[config.mk]
export PLATFORM = sky130hd
export DESIGN_NAME = alu_share_arbiter
export DESIGN_NICKNAME = d
export VERILOG_FILES = /design/src/rtl/alu_share_arbiter.sv
export SDC_FILE = /design/constraint.sdc
export NUM_CORES = 1
export LEC_CHECK = 0
export BUFFER_PORTS_ARGS = -buffer_cell sky130_fd_sc_hd__buf_2
export CAP_MARGIN = 20
export CORE_AREA = 2 2 116 118
export CTS_BUF_LIST = sky130_fd_sc_hd__clkbuf_4 sky130_fd_sc_hd__clkbuf_8 sky130_fd_sc_hd__clkbuf_16
export DETAILED_ROUTE_END_ITERATION = 10
export DIE_AREA = 0 0 118 120
export HOLD_SLACK_MARGIN = 0.08
export PLACE_DENSITY = 0.75
export SYNTH_ARGS = -nofsm -noshare
export SYNTH_HDL_FRONTEND = slang
export SYNTH_SLANG_ARGS = --single-unit
[constraint.sdc]
create_clock -name clk -period 2.1 [get_ports clk]
set_clock_uncertainty 0.05 [all_clocks]
set_input_delay 0.42 -clock clk [delete_from_list [all_inputs] [get_ports clk]]
set_output_delay 0.42 -clock clk [all_outputs]
set_load 0.1 [all_outputs]
[src/rtl/alu_share_arbiter.sv]
// rtl/alu_share_arbiter.sv - round-robin arbiter sharing one 32-bit ALU between two requesters
module alu_share_arbiter (
    input  logic        clk,
    input  logic        rst,
    input  logic [1:0]  req_valid,
    output logic [1:0]  req_ready,
    input  logic [3:0]  req0_op,
    input  logic [3:0]  req1_op,
    input  logic [31:0] req0_a,
    input  logic [31:0] req1_a,
    input  logic [31:0] req0_b,
    input  logic [31:0] req1_b,
    input  logic [4:0]  req0_shamt,
    input  logic [4:0]  req1_shamt,
    output logic [1:0]  rsp_valid,
    input  logic [1:0]  rsp_ready,
    output logic [31:0] rsp_result,
    output logic        rsp_zero,
    output logic        rsp_overflow,
    output logic        rsp_err,
    output logic [31:0] alu_data1,
    output logic [31:0] alu_data2,
    output logic [3:0]  alu_op,
    output logic [4:0]  alu_shamt,
    input  logic [31:0] alu_result,
    input  logic        alu_zero,
    input  logic        alu_overflow
);

    typedef enum logic [1:0] {
        IDLE = 2'd0,
        EXEC = 2'd1,
        RESP = 2'd2
    } state_t;

    state_t      state;
    logic        last;
    logic        owner;
    logic        grant;
    logic        accept;
    logic        legal;
    logic        is_addsub;
    logic [3:0]  sel_op;
    logic [31:0] sel_a;
    logic [31:0] sel_b;
    logic [4:0]  sel_shamt;

    always_comb begin
        grant = 1'b0;
        case (req_valid)
            2'b01:   grant = 1'b0;
            2'b10:   grant = 1'b1;
            2'b11:   grant = ~last;
            default: grant = 1'b0;
        endcase
        req_ready = 2'b00;
        if (!rst && state == IDLE && req_valid != 2'b00)
            req_ready[grant] = 1'b1;
        accept    = (req_valid & req_ready) != 2'b00;
        sel_op    = grant ? req1_op    : req0_op;
        sel_a     = grant ? req1_a     : req0_a;
        sel_b     = grant ? req1_b     : req0_b;
        sel_shamt = grant ? req1_shamt : req0_shamt;
        legal     = (sel_op >= 4'd1) && (sel_op <= 4'd13);
        is_addsub = (alu_op == 4'b0001) || (alu_op == 4'b1010);
        rsp_valid = 2'b00;
        if (!rst && state == RESP)
            rsp_valid[owner] = 1'b1;
    end

    // The ALU-facing registers only load on a legal op, so an illegal opcode
    // never appears on alu_op and the ALU inputs stay quiet.
    always_ff @(posedge clk) begin
        if (rst) begin
            state        <= IDLE;
            last         <= 1'b1;
            owner        <= 1'b0;
            alu_op       <= 4'd0;
            alu_data1    <= 32'd0;
            alu_data2    <= 32'd0;
            alu_shamt    <= 5'd0;
            rsp_result   <= 32'd0;
            rsp_zero     <= 1'b0;
            rsp_overflow <= 1'b0;
            rsp_err      <= 1'b0;
        end else begin
            case (state)
                IDLE: begin
                    if (accept) begin
                        owner <= grant;
                        if (legal) begin
                            alu_op    <= sel_op;
                            alu_data1 <= sel_a;
                            alu_data2 <= sel_b;
                            alu_shamt <= sel_shamt;
                            state     <= EXEC;
                        end else begin
                            rsp_result   <= 32'd0;
                            rsp_zero     <= 1'b0;
                            rsp_overflow <= 1'b0;
                            rsp_err      <= 1'b1;
                            state        <= RESP;
                        end
                    end
                end
                EXEC: begin
                    rsp_result   <= alu_result;
                    rsp_zero     <= alu_zero;
                    rsp_overflow <= alu_overflow & is_addsub;
                    rsp_err      <= 1'b0;
                    state        <= RESP;
                end
                RESP: begin
                    if (rsp_ready[owner]) begin
                        last  <= owner;
                        state <= IDLE;
                    end
                end
                default: state <= IDLE;
            endcase
        end
    end

endmodule

After elaboration in Yosys (flattened, before gate mapping)
Cells that the tools add are included.
- bits in registers: 112
- bits in latches: 0
- bits in writable memories: 0
- memory bits (read-only): 0
- input bits: 186
- output and inout port bits: 112
- logic and storage cells: 73
- memories kept: 0
- add/subtract/negate cells: 0
- multipliers: 0
- divide/modulo/power cells: 0
- magnitude comparators: 6
- eq/ne operators: 9
- shift operators: 0
- mux-type cells: 27
- bitwise logic cells: 3
- reduce and logical (&&, ||, !) cells: 17
- operators by type and width (operator ; number):
    $mux 32 ; 4
    $pmux 32 s2 ; 1
    $mux 2 ; 5
    $mux 1 ; 8
    $pmux 1 s2 ; 4
    $eq 2x2->1 const B ; 3
    $logic_and 1x1->1 ; 6
    $pmux 2 s3 ; 1
    $reduce_and 2->1 ; 3
    $reduce_and 3->1 ; 2
    $reduce_bool 2->1 ; 3
    $mux 5 ; 1
    $eq 4x1->1 const B ; 1
    $eq 4x4->1 const B ; 1
    $ge 4x1->1 const B ; 1
    $le 4x4->1 const B ; 1
    $lt 1x2->1 const B ; 2
    $mux 4 ; 1
    $ne 2x2->1 const B ; 2
    $and 2x2->2 ; 1
    $demux 1 s1 ; 2
    $eq 2x1->1 const B ; 1
    $ge 1x1->1 const B ; 2
    $logic_not 2->1 ; 1
    5 further kinds ; 5

Longest topological paths before layout
Gate-level depths: netlist (run 1).
- word-level depth: 11
- mapped depth: 7
- mapped depth without buffers: 5

Worst setup path before layout (run 1)
No wires, ideal clock.
- path type: input to output
- start point: input rst
- end point: output rsp_valid[0]
- arrival: 3.177 ns
- data required time: 1.630 ns
- slack: -1.547 ns
- stages on the path: 4
- path buffers: 3
- cell sequence: buf_2 -> clkbuf_1 -> clkbuf_1 -> nor3b_1
- longest elaborated chain between the ends: 3
- RTL lines (what ; RTL line ; text):
    from (decl) ; 4 ; input logic rst,
    $logic_not 1->1 ; 67 ; if (!rst && state == RESP)
    $logic_and 1x1->1 ; 67 ;
    $mux 2 ; 67 ;
    to (decl) ; 15 ; output logic [1:0] rsp_valid,
No other way between the ends.

Worst setup path in the final report (run 1)
- start point: input rst
- end point: output rsp_valid[1]
The elaborated chain is that of the path after synthesis.

==> flow_metrics.env, run 1 <==
export IMPL_worstMarginPinSlew_ns=0.717
export IMPL_dieArea_um2=14200
export IMPL_seq_area_um2=2240
export IMPL_clkTransAtPathRegs_ns=0.08
export IMPL_crit_path_max_fanout=153
export IMPL_core_area_um2=13000
export IMPL_fmax_ghz=0.488
export IMPL_routed_via_count=4981
export IMPL_htree_levels=3
export IMPL_grt_usage=0.199
export IMPL_vdd_drop_max_uv=409
export IMPL_fin_crit_ns=2.05
export IMPL_final_common_cell="buf_2"
export IMPL_crit_type="primary input to output port"
export IMPL_ys_types=30
export IMPL_n_antenna_cell=0
export IMPL_fp_row_count=42
export IMPL_post_cts_buffers=0
export IMPL_start_util=0.401
export IMPL_p_int_mw=3.82
export IMPL_clock_latency_ns=0.34
export IMPL_dp_cells=1033
export IMPL_p_leak_nw=3.76
export IMPL_finalNonFillerCells=1050
export IMPL_combPwrFrac=0.352
export IMPL_start_kind="primary input"
export IMPL_drive_gt1_frac=0.388
export IMPL_cts_made_buffers=9
export IMPL_crit_top_cell="buf_12"
export IMPL_grt_overflow=0
export IMPL_multiInputGateArea_um2=2770
export IMPL_drv_slew=0
export IMPL_clk_root_buffer_cell="clkbuf_16"
export IMPL_area_growth_pct=40.0
export IMPL_powerDensity_nw_per_um2=873
export IMPL_hold_path_class="primary input to flip-flop"
export IMPL_cp_top_family="buffers and inverters"
export IMPL_netlist_instances=596
export IMPL_yosysSeqAreaShare=0.430
export IMPL_worstPathRequired_ns=1.63
export IMPL_cp_cell_sequence="buf_4 -> buf_12 -> and3b_2 -> buf_12"
export IMPL_p_seq_frac=0.372
export IMPL_ioPinCount=298
export IMPL_synth_area_top_cells="dfxtp_1, mux2_1, nand2_1, nor2b_1, a21oi_1"
export IMPL_cp_arrival_ns=1.58
export IMPL_nFillCells=1238
export IMPL_pre_cts_slack_ns=-0.0390
export IMPL_grt_pass1_wl_mm=22.9
export IMPL_post_drt_wl_per_cell_um=14.0
export IMPL_cp_slowest_cell="buf_12"
export IMPL_finalHoldViolations=0
export IMPL_chipHeight_um=120
export IMPL_antenna_left=0
export IMPL_drv_cap=0
export IMPL_synth_top_area_frac=0.430
export IMPL_firstDrtPassIters=4
export IMPL_outcome="finished clean"
export IMPL_drt_total_wl_mm=14.7
export IMPL_synthFlopType="dfxtp_1"
export IMPL_finalSetupViolations=0
export IMPL_finalPower_mw=6.36
export IMPL_fin_nets=1055
export IMPL_synth_top_area_cell="dfxtp_1"
export IMPL_async_flop_share=0
export IMPL_cp_buffers_inverters=3
export IMPL_cts_max_path_buffers=2
export IMPL_netlist_area_um2=5210
export IMPL_ys_seq_elements=112
export IMPL_synth_edf_count=0
export IMPL_hpwl_mm=10.3
export IMPL_viasPerCell=4.74
export IMPL_finalCritPeriodShare=0.975
export IMPL_drtIter0Drc=184
export IMPL_drc=0
export IMPL_io_buffer_count=297
export IMPL_grt_max_degree=154
export IMPL_p_sw_mw=2.54
export IMPL_slew_headroom=0.522
export IMPL_grt_pass1_vias=4778
export IMPL_syn_avg_cell_area_um2=8.74
export IMPL_antenna_found_initial=0
export IMPL_setup_ws_ns=0.0516
export IMPL_end_kind="output port"
export IMPL_critPathMaxStageDelay_ns=0.37
export IMPL_clock_power_share=0.275
export IMPL_sw_frac_of_total=0.400
export IMPL_rsz0062_at_grt="no"
export IMPL_die_x_um=118
export IMPL_mostFrequentLayoutCells="buf_2, nand2_1, dfxtp_1, a21oi_1, nor2b_1"
export IMPL_cts_tree="yes"
export IMPL_place_gp_congestion=0.755
export IMPL_cts_sinks=112
export IMPL_syn_nets=782
export IMPL_yosys_warnings=0
-- metal layers --
layer  GRT usage  vias up  share of wire  wire [um]
li1            -     2545              -          -
met5           0        -              0          0
met1       0.250     2237           0.44       6560
met3      0.0437       20          0.057        836
met4      0.0685        0          0.017        255
met2       0.336      179           0.48       7090
-- power by group through the flow --
stage / combinational (mW) / clock [mW] / sequential (mW)
after floorplan: 0.623 / 0 / 3.52
after global placement: 2.21 / 0 / 2.41
after detailed placement: 2.22 / 0 / 2.42
after CTS: 2.24 / 1.80 / 2.37
after global routing: 2.36 / 1.89 / 2.39
final: 2.24 / 1.75 / 2.37
-- final cells by class --
cell class | instances | area share
Clock buffer | 10 | 0.0328
Multi-Input combinational cell | 435 | 0.380
Inverter | 2 | 0.00103
Sequential cell | 112 | 0.308
Clock inverter | 6 | 0.00909
Timing Repair Buffer | 309 | 0.239
Tap cell | 176 | 0.0302
-- worst reg2reg max path, stage by stage (launching register included) --
cell	delay [ns]
dfxtp_1	0.36
a21bo_2	0.27
a311o_1	0.39
a21o_4	0.25
buf_12	0.18
mux2_1	0.35
-- cell families (layout without fill, tap and decap cells) --
kind of cell | after synthesis | in the layout | synth area share
buffers and inverters | 49 | 327 | 0.0478
muxes | 74 | 74 | 0.160
and+or+nand+nor | 240 | 240 | 0.215
AOI/OAI and AO/OA | 121 | 121 | 0.148
DFF | 112 | 112 | 0.430
-- synth_stat cells, types with 3 or more instances --
library cell	number
nor2_1	6
buf_6	8
mux2_1	70
a21oi_1	77
buf_1	3
buf_2	4
nor2b_1	75
a22o_1	33
nand2_1	149
clkbuf_1	32
mux2_2	3
dfxtp_1	112
-- sequential cells by signal (all words and copies together), names as in the netlist --
signal and count:
alu_op 4, rsp_overflow 1, state 2, rsp_zero 1, alu_data1 32, owner 1
rsp_result 32, alu_data2 32, alu_shamt 5, rsp_err 1, last 1
-- final timing paths --
| path | start | cells past startpoint | end | slack, ns |
|---|---|---|---|---|
| setup / recovery | rst | 4 | rsp_valid[1] | 0.05 |
| hold / removal | alu_result[29] | 2 | rsp_result[29]$_SDFFE_PP0P_ | 0.23 |
| setup reg to reg | last$_SDFFE_PP1P_ | 5 | alu_data2[29]$_SDFFE_PP0P_ | 0.13 |
| hold reg to reg | rsp_err$_SDFFE_PP0P_ | 2 | rsp_err$_SDFFE_PP0P_ | 0.40 |
-- timing repair --
| action | 4_1_cts | 5_1_grt |
|---|---|---|
| pin swaps | 0 | 0 |
| endpoints found under the setup margin | 2 | 3 |
| hold buffers | 0 | 0 |
| cloned | 0 | 1 |
| resized for setup | 4 | 3 |
-- metrics by stage --
step | area, um^2 | utilization | setup TNS, ns | hold slack, ns
4_1_cts | 7260 | 0.559 | 0 | 0.221
3_5_place_dp | 6940 | 0.534 | -0.0390 | 0.393
3_3_place_gp | 6940 | 0.534 | -0.0253 | 0.388
6_report | 7290 | 0.562 | 0 | 0.233
2_1_floorplan | 5230 | - | -0.747 | 0.461
5_1_grt | 7290 | 0.562 | 0 | 0.233
No activity file was read; power rests on OpenSTA's default activity.
==> inputs of run 2 (changes only) <==
==> config.mk (replaced) <==
export PLATFORM = sky130hd
export DESIGN_NAME = alu_share_arbiter
export DESIGN_NICKNAME = d
export VERILOG_FILES = /design/src/rtl/alu_share_arbiter.sv
export SDC_FILE = /design/constraint.sdc
export NUM_CORES = 1
export LEC_CHECK = 0
export ABC_AREA = 1
export BUFFER_PORTS_ARGS = -buffer_cell sky130_fd_sc_hd__buf_2
export CAP_MARGIN = 20
export CORE_AREA = 2 2 115 117
export CTS_BUF_LIST = sky130_fd_sc_hd__clkbuf_4 sky130_fd_sc_hd__clkbuf_8 sky130_fd_sc_hd__clkbuf_16
export DETAILED_ROUTE_END_ITERATION = 10
export DIE_AREA = 0 0 117 119
export HOLD_SLACK_MARGIN = 0.08
export PLACE_DENSITY = 0.76
export SYNTH_ARGS = -nofsm -noshare
export SYNTH_HDL_FRONTEND = slang
export SYNTH_SLANG_ARGS = --single-unit
==> flow_metrics.env, run 2 <==
export IMPL_outcome="finished clean"
export IMPL_start_util=0.409
export IMPL_top_regs="alu_data1 (32), alu_data2 (32), rsp_result (32)"
export IMPL_worstPathRequired_ns=1.63
export IMPL_hpwl_mm=11.9
export IMPL_fin_nets=1297
export IMPL_utilization=0.566
export IMPL_cts_made_buffers=9
export IMPL_fp_row_count=42
export IMPL_syn_avg_cell_area_um2=6.26
export IMPL_crit_type="flip-flop to output port"
export IMPL_cts_sinks=112
export IMPL_place_gp_congestion=0.813
export IMPL_synthFlopType="dfxtp_1"
export IMPL_final_common_cell="nand2_1"
export IMPL_fmax_ghz=0.509
export IMPL_cts_hold_buf=0
export IMPL_viasPerCell=4.62
export IMPL_finalHoldViolations=0
export IMPL_powerDensity_nw_per_um2=943
export IMPL_end_kind="output port"
export IMPL_vdd_drop_max_uv=407
export IMPL_core_area_um2=12900
export IMPL_slew_headroom=0.642
export IMPL_tns_ns=0
export IMPL_cp_arrival_ns=1.49
export IMPL_fin_area_um2=7280
export IMPL_grt_overflow=0
export IMPL_hold_ws_ns=0.347
export IMPL_clkTransAtPathRegs_ns=0.07
export IMPL_synth_most_common_cell="nand2_1"
export IMPL_dieArea_um2=13900
export IMPL_p_leak_nw=3.92
export IMPL_htree_levels=3
export IMPL_start_kind="flip-flop"
export IMPL_grt_pass1_vias=5471
export IMPL_post_cts_resized=0
export IMPL_post_drt_wl_per_cell_um=12.4
export IMPL_cts_max_path_buffers=2
export IMPL_netlist_area_um2=5270
export IMPL_drive_gt1_frac=0.309
export IMPL_nFillCells=1319
export IMPL_ioPinCount=298
export IMPL_clock_latency_ns=0.35
export IMPL_grt_pass1_wl_mm=25.4
export IMPL_synth_commonest_cells="nand2_1, dfxtp_1, a21oi_1"
export IMPL_synth_top_area_frac=0.426
export IMPL_drv_cap=0
export IMPL_drt_total_wl_mm=16.0
export IMPL_post_dp_cell_area_um2=7010
export IMPL_rsz0062_at_grt="no"
export IMPL_yosysSeqAreaShare=0.426
export IMPL_n_antenna_cell=0
export IMPL_mostFrequentLayoutCells="nand2_1, buf_2, dfxtp_1, a21oi_1, nor2_1"
export IMPL_synth_edf_count=0
export IMPL_routed_via_count=5969
export IMPL_finalSetupViolations=0
export IMPL_antenna_left=0
export IMPL_yosys_warnings=0
export IMPL_grt_usage=0.228
export IMPL_netlist_instances=842
export IMPL_fin_crit_ns=1.96
export IMPL_finalCritPeriodShare=0.935
export IMPL_drv_slew=0
export IMPL_synth_area_top_cells="dfxtp_1, nand2_1, a21oi_1, nor2_1, nand3_1"
export IMPL_grt_max_degree=74
export IMPL_clk_root_buffer_cell="clkbuf_16"
export IMPL_synth_top_area_cell="dfxtp_1"
export IMPL_ys_seq_elements=112
export IMPL_drtIter0Drc=356
export IMPL_async_flop_share=0
export IMPL_area_growth_pct=38.3
export IMPL_post_cts_buffers=0
export IMPL_worstMarginPinSlew_ns=0.540
export IMPL_chipHeight_um=119
export IMPL_ys_types=21
export IMPL_io_buffer_count=297
export IMPL_firstDrtPassIters=4
export IMPL_hold_path_class="primary input to flip-flop"
export IMPL_antenna_found_initial=1
export IMPL_syn_nets=1028
export IMPL_cts_tree="yes"
export IMPL_die_x_um=117
export IMPL_crit_path_max_fanout=4
export IMPL_drc=0
run 2: cell types whose count changed in the layout (fill, tap and decap cells not counted), sizes merged, moves of 32 or more:
cell   before  now
nand2     149  437
nor2b      75    0
mux2       73    0
nor2        6   64
a22o       33    0
nand3       1   33
run 2: path summary, 6_finish.rpt:
path,startpoint,endpoint,slack (ns),cells past startpoint
setup reg to reg,last$_SDFFE_PP1P_,alu_data1[10]$_SDFFE_PP0P_,0.36,9
setup / recovery,state[1]$_SDFFE_PP0P_,req_ready[1],0.14,6
hold / removal,alu_result[20],rsp_result[20]$_SDFFE_PP0P_,0.35,5
hold reg to reg,alu_data2[22]$_SDFFE_PP0P_,alu_data2[22]$_SDFFE_PP0P_,0.41,2
run 2: through the flow:
step / total power [mW] / std cells / setup WS [ns]
CTS: 6.92 / 1291 / 0.00286
finish: 6.87 / 1291 / 0.136
floorplan: 4.73 / 842 / -0.363
global placement: 5.33 / 1276 / 0.257
global route: 7.21 / 1291 / 0.0209
detailed placement: 5.35 / 1276 / 0.166
run 2: critical path: stages, from the launching register on:
cell	delay (ns)
dfxtp_1	0.36
nor2_1	0.12
o21ai_1	0.10
nor2_2	0.14
inv_2	0.11
nor2_4	0.14
buf_12	0.19
run 2: final cells by class:
| type | instances | area (um^2) | area share |
|---|---|---|---|
| clock buffer | 11 | 240 | 0.0330 |
| clock inverter | 4 | 22.5 | 0.00309 |
| inverter | 32 | 120 | 0.0165 |
| multi-input combinational | 641 | 2650 | 0.364 |
| sequential | 112 | 2240 | 0.308 |
| tap | 176 | 220 | 0.0302 |
| timing repair buffer | 315 | 1790 | 0.246 |
run 2: layer usage:
layer	vias to the layer above	GRT usage	share of wire
met5	-	0	0.00056
met4	2	0.0860	0.023
met3	33	0.0641	0.079
met2	219	0.380	0.47
met1	2585	0.277	0.43
li1	3130	-	-
run 2: power by group:
group	switching [mW]	internal, mW	leakage [nW]
Combinational	2.23	0.635	2.87
Clock	0.752	0.820	0.132
Sequential	0.104	2.33	0.915
run 2: cells by family after synthesis:
| family | Yosys count | share of synthesized area |
|---|---|---|
| AOI/OAI and AO/OA | 104 | 0.101 |
| buffers and inverters | 89 | 0.0796 |
| DFF | 112 | 0.426 |
| and+or+nand+nor | 537 | 0.394 |
